--- config.mk ---
export PLATFORM = sky130hd
export DESIGN_NAME = coin_acceptor
export DESIGN_NICKNAME = d
export VERILOG_FILES = /design/src/rtl/coin_pkg.sv /design/src/rtl/coin_debounce.sv /design/src/rtl/coin_acceptor.sv
export SDC_FILE = /design/constraint.sdc
export NUM_CORES = 1
export LEC_CHECK = 0
export ABC_AREA = 1
export ABC_CLOCK_PERIOD_IN_PS = 1600
export BUFFER_PORTS_ARGS = -buffer_cell sky130_fd_sc_hd__buf_2
export CAP_MARGIN = 20
export CORE_MARGIN = 1.5
export CORE_UTILIZATION = 30
export DETAILED_ROUTE_END_ITERATION = 16
export SYNTH_ARGS = -nofsm -noshare
export SYNTH_HDL_FRONTEND = slang
export SYNTH_SLANG_ARGS = --single-unit
--- constraint.sdc ---
create_clock -name clk -period 1.6 [get_ports clk]
set_input_delay 0.16 -clock clk [delete_from_list [all_inputs] [get_ports clk]]
set_output_delay 0.16 -clock clk [all_outputs]
set_load 0.01 [all_outputs]
--- src/rtl/coin_pkg.sv ---
// Coin code constants shared by the coin front end and the vending state machine.
package coin_pkg;

  typedef enum logic [1:0] {
    COIN_NONE = 2'b00,
    COIN_5    = 2'b01,
    COIN_10   = 2'b10
  } coin_t;

  // Saturating increment for the reject counter; never wraps past all-ones.
  function automatic logic [7:0] sat_inc8(input logic [7:0] v);
    return (v == 8'hFF) ? v : v + 8'd1;
  endfunction

endpackage

--- src/rtl/coin_debounce.sv ---
// One sensor channel: 2-flop synchronizer, stable-count debounce and registered rising-edge event.
// rise is high for the single cycle after the debounced level goes 0->1.
module coin_debounce #(
  parameter int unsigned DEB_CYCLES = 4,
  parameter int unsigned CNT_W      = 4
) (
  input  logic clk,
  input  logic rst,
  input  logic raw,
  output logic level,
  output logic rise
);

  localparam logic [CNT_W-1:0] CNT_LAST = CNT_W'(DEB_CYCLES - 1);

  logic             sync1_q;
  logic             sync2_q;
  logic             level_q;
  logic             level_d;
  logic [CNT_W-1:0] cnt_q;
  logic [CNT_W-1:0] cnt_d;
  logic             rise_q;
  logic             rise_d;

  always_comb begin
    level_d = level_q;
    cnt_d   = '0;
    rise_d  = 1'b0;
    // Any sample agreeing with the held level restarts the stability count.
    if (sync2_q != level_q) begin
      if (cnt_q == CNT_LAST) begin
        level_d = sync2_q;
        rise_d  = sync2_q;
      end else begin
        cnt_d = cnt_q + CNT_W'(1);
      end
    end
  end

  always_ff @(posedge clk) begin
    if (rst) begin
      sync1_q <= 1'b0;
      sync2_q <= 1'b0;
      level_q <= 1'b0;
      cnt_q   <= '0;
      rise_q  <= 1'b0;
    end else begin
      sync1_q <= raw;
      sync2_q <= sync1_q;
      level_q <= level_d;
      cnt_q   <= cnt_d;
      rise_q  <= rise_d;
    end
  end

  assign level = level_q;
  assign rise  = rise_q;

endmodule

--- src/rtl/coin_acceptor.sv ---
// Turns each physical coin insertion into one single-cycle coin code, or one reject pulse
// when the insertion is simultaneous, jammed against the other channel, or acceptance is off.
module coin_acceptor
  import coin_pkg::*;
#(
  parameter int unsigned DEB_CYCLES = 4,
  parameter int unsigned CNT_W      = 4,
  parameter int unsigned REJ_W      = 8
) (
  input  logic             clk,
  input  logic             rst,
  input  logic             raw_5,
  input  logic             raw_10,
  input  logic             accept_en,
  output logic [1:0]       coin,
  output logic             coin_reject,
  output logic [REJ_W-1:0] reject_count
);

  logic level_5;
  logic level_10;
  logic rise_5;
  logic rise_10;

  coin_debounce #(
    .DEB_CYCLES (DEB_CYCLES),
    .CNT_W      (CNT_W)
  ) u_deb_5 (
    .clk   (clk),
    .rst   (rst),
    .raw   (raw_5),
    .level (level_5),
    .rise  (rise_5)
  );

  coin_debounce #(
    .DEB_CYCLES (DEB_CYCLES),
    .CNT_W      (CNT_W)
  ) u_deb_10 (
    .clk   (clk),
    .rst   (rst),
    .raw   (raw_10),
    .level (level_10),
    .rise  (rise_10)
  );

  coin_t            coin_q;
  coin_t            coin_d;
  logic             reject_q;
  logic             reject_d;
  logic [REJ_W-1:0] rej_cnt_q;
  logic [REJ_W-1:0] rej_cnt_d;
  logic             any_ev;
  logic             bad_ev;

  assign any_ev = rise_5 | rise_10;
  // A simultaneous pair also shows the other level high, so it lands in the jam terms.
  assign bad_ev = !accept_en
                | (rise_5 & rise_10)
                | (rise_5 & level_10)
                | (rise_10 & level_5);

  always_comb begin
    coin_d   = COIN_NONE;
    reject_d = 1'b0;
    if (any_ev) begin
      if (bad_ev) begin
        reject_d = 1'b1;
      end else if (rise_5) begin
        coin_d = COIN_5;
      end else begin
        coin_d = COIN_10;
      end
    end
  end

  always_comb begin
    rej_cnt_d = rej_cnt_q;
    if (reject_d && (rej_cnt_q != {REJ_W{1'b1}})) begin
      rej_cnt_d = rej_cnt_q + REJ_W'(1);
    end
  end

  always_ff @(posedge clk) begin
    if (rst) begin
      coin_q    <= COIN_NONE;
      reject_q  <= 1'b0;
      rej_cnt_q <= '0;
    end else begin
      coin_q    <= coin_d;
      reject_q  <= reject_d;
      rej_cnt_q <= rej_cnt_d;
    end
  end

  assign coin         = coin_q;
  assign coin_reject  = reject_q;
  assign reject_count = rej_cnt_q;

endmodule

# Word level (Yosys, flattened, before mapping)
# Index checks and enable logic that the tools add are counted.
# Widths: inputs -> output; s select.
[word_totals] output_inout_bits=11 regBits=27 in_bits=5 elab_cells=45
[op_classes] addsub=3 mux=3 n_eq_ne=5 n_bitwise=12 n_reduce_logical=9
[ops] op="$reduce_or 3->1" count=5
[ops] op="$add 4x1->4 const B" count=2
[ops] op="$add 8x1->8 const B" count=1
[ops] op="$eq 4x2->1 const B" count=2
[ops] op="$ne 8x8->1 const B" count=1
[ops] op="$not 1->1" count=5
[ops] op="$or 1x1->1" count=4
[ops] op="$reduce_and 2->1" count=2
[ops] op="$and 1x1->1" count=3
[ops] op="$mux 1" count=2
[ops] op="$mux 2" count=1
[ops] op="$ne 1x1->1" count=2
[ops] op="$logic_and 1x1->1" count=1
[ops] op="$logic_not 1->1" count=1

# Longest topological paths before layout
[logic_depth] ltp_word=7 mapped_depth=8 ltp_nobuf=8

# By module
# From an unflattened synthesis, not the netlist that was laid out.
[unflattened] hier_cells=168 area_unflattened_um2=1267.5
[by_module_without_submodules] mod="coin_debounce" n_inst=2 cells_per_inst=42 area_each_um2=330.3
[by_module_without_submodules] mod="coin_acceptor" n_inst=1 cells_per_inst=84 area_each_um2=606.8

# Least setup slack after synthesis
# OpenSTA, ideal clock, no wires.
[synth_path] path_kind="reg-to-reg" start="register rej_cnt_q[0] (netlist: reject_count[0])" end="register rej_cnt_q[0] (netlist: reject_count[0])" path_stages_with_launch=9 slack_ps=369 t_arrival_ps=1112 cell_sequence="dfxtp_1 > ha_1 > nand2_1 > nor2_2 > nand2_1 > inv_1 > nor2_4 > nand2_1 > a21oi_2"
[synth_between] elab_chain_cells=2
[synth_lines] element="start: declaration" line_no="coin_acceptor.sv:51" rtl="logic [REJ_W-1:0] rej_cnt_q;"
[synth_lines] element="start signal: assignment" line_no="coin_acceptor.sv:92" rtl="rej_cnt_q <= rej_cnt_d;"
[synth_lines] element="parallel branches: the longest is 2 deep, another holds $add 8x1->8"
# Several ways; the timed one is not identified.
# A chain may end at the register's enable or synchronous reset.

# Worst setup path in the final report
# Ends and elaborated chain as after synthesis.

==> results_dict.tcl <==
set metrics [dict create \
    cpPeakStageDelay_ns 0.35 \
    numCtsBuffers 3 \
    nets 172 \
    vias 881 \
    layout-drive-gt1-share_pct 17.18 \
    io_buffer_count 15 \
    rsz0062_at_grt "no" \
    syn-num-nets 154 \
    p_per_area_nw_per_um2 844.6 \
    drcViolationCount 0 \
    post_cts_buffers 0 \
    ys_seq_elements 27 \
    rows 22 \
    max-clock-path-buffers 2 \
    vias_per_cell 4.175 \
    grt_first_pass_wirelength_um 3712 \
    p_leak_nw 0.5529 \
    crit_slowest_cell "dfxtp_1" \
    dieArea_um2 4134 \
    cts_tree "yes" \
    fin_util_pct 35.74 \
    synth_edf_count 0 \
    ir_drop_mv 0.2772 \
    first_pass_iters 4 \
    fin_hold_ws_ns 0.08873 \
    num_antenna_cells 0 \
    first_iter_violations 43 \
    gp_congestion 0.7624 \
    crit_fanout 6 \
    cpMostUsedCell "nand2_1" \
    ys_seq_area_share_pct 47.95 \
    cts-resized-gates 0 \
    crit_arrival_ns 1.53 \
    grt_pass1_vias 866 \
    htreeDepth 1 \
    fin_setup_tns_ns 0 \
    fillCellCount 405 \
    cts_sinks 27 \
    yosysWarnings 0 \
    cts.clk_slew.worst_paths_ns 0.09 \
    clock_skew_ns 0.004516 \
    hp-start "raw_5" \
    ys.flop_type "dfxtp_1" \
    cp-start-kind "flop" \
    wl_per_cell_um 9.521 \
    ys_top_cells_by_area "dfxtp_1, nand2_1, nor2_1, inv_1, xor2_1" \
    ys_types 23 \
    slew_headroom_pct 78.20 \
    layout_worst_path_cycle_share_pct 82.04 \
    tightest_slew_ns 0.3270 \
    yosysTopAreaCellShare_pct 47.95 \
    ios 16 \
    clock_latency_ns 0.27 \
    fmaxAchievable_mhz 761.8 \
    core_um2 3633 \
    hp-class "input pin to flop" \
    start_util_pct 31.03 \
    cp.required_ns 1.82 \
    crit_chain "ha_1 > nand2_1 > nor2_2 > nand2_1 > inv_1 > nor2_4 > nand2_1 > a21oi_2" \
    grt_usage_pct 11.33 \
    wirelength_um 2009 \
    detail-route-antenna-nets 0 \
    netlist_area_um2 1127 \
    end_kind "flop" \
    die_h_um 64.30 \
    antenna_found_initial 0 \
    rr_startpoint "reject_count[0]" \
    dp_hpwl_um 1432 \
    fin_crit_ns 1.313 \
    synth_top_area_cell "dfxtp_1" \
    grt_max_degree 17 \
    critPathLaunch "reject_count[0]" \
    syn-mean-instance-area_um2 7.721 \
    slew_violations 0 \
    setup_viol 0 \
    multi_input_area_um2 503.0 \
    status "completed" \
    die_w_um 64.30 \
    drv_cap 0 \
    crit_type "flop to flop" \
    async_reset_ff_share_pct 0 \
    hold_violations 0 \
    overflow 0 \
    cts-root-buf "clkbuf_8" \
    syn_inst 146 \
    hold_buffers 0 \
    ff_latch_area_um2 540.5 \
    area_growth_pct 15.21 \
]
[cells by family after synthesis]
group | synth area share [%]
AO/OA/AOI/OAI | 7.881
flip-flops | 47.95
buffers and inverters | 7.435
XOR/XNOR | 4.661
AND/OR/NAND/NOR | 28.75
adder cells (fa/ha/maj) | 3.330
[report_power, final]
group	switching [mW]	internal, mW	total [mW]
registers	0.00342	0.678	0.681
clock network	0.210	0.179	0.389
logic	0.0182	0.00901	0.0272
[synth_stat cells (3+ instances only)]
cell,count
inv_1,20
a21oi_1,8
dfxtp_1,27
ha_1,3
nor2_1,23
a21oi_2,3
nand3_1,9
nand2_1,28
xor2_1,6
[area by class of cell]
class / instances / area share (%)
Inverter: 20 / 5.780
Tap cell: 48 / 4.624
Multi-Input combinational cell: 97 / 38.73
Sequential cell: 27 / 41.62
Timing Repair Buffer: 15 / 5.780
Clock buffer: 4 / 3.468
[flip-flops by register name, indices dropped and copies added, names as in the netlist, 2 cells and up]
signal and count:
coin 2, reject_count 8, u_deb_10.cnt_q 4, u_deb_5.cnt_q 4
[critical path, delay by kind of cell, from the launching register on]
family | cells | cell delay (ns)
AO/OA/AOI/OAI | 1 | 0.11
adder cells (fa/ha/maj) | 1 | 0.22
buffers and inverters | 1 | 0.07
flip-flops | 1 | 0.35
AND/OR/NAND/NOR | 5 | 0.50
[layer usage]
| metal | track usage [%] | vias to the layer above | wire length (um) |
|---|---|---|---|
| met5 | 0 | - | 0 |
| li1 | - | 490 | - |
| met1 | 14.49 | 373 | 1104 |
| met2 | 18.10 | 14 | 791 |
| met3 | 2.289 | 4 | 65 |
| met4 | 5.585 | 0 | 47 |
[final timing paths]
check	to	slack, ns	depth (start not counted)
worst max-delay path	reject_count[0]	0.29	8
worst min-delay path	u_deb_5.sync1_q	0.09	3
worst max register to register	reject_count[0]	0.29	8
worst min register to register	u_deb_10.sync2_q	0.41	2
[cells in the final DEF, fill, tap and decap left out]
cell      instances
nand2_1          28
dfxtp_1          27
nor2_1           23
inv_1            20
buf_2            15
nand3_1           9
a21oi_1           8
xor2_1            6
a21oi_2           3
ha_1              3
clkbuf_8          3
o21ai_0           2
nand2_2           2
nand4_1           2
or2_2             2
nor3_1            2
nor4_1            1
nor2_2            1
o21ai_1           1
or2_1             1
nor2_4            1
nand3_2           1
o21bai_1          1
clkbuf_1          1
[per-stage QoR]
step / std cells / total power, mW / instance area [um2] / worst slack [ns]
finish: 211 / 1.097 / 1299 / 0.2874
global route: 211 / 1.138 / 1299 / 0.1368
CTS: 211 / 1.111 / 1299 / 0.2666
detailed placement: 207 / 0.7249 / 1254 / 0.3093
global placement: 207 / 0.7245 / 1254 / 0.3391
floorplan: 146 / 0.7157 / 1127 / 0.3691
Power figures use the tool's default switching activity.
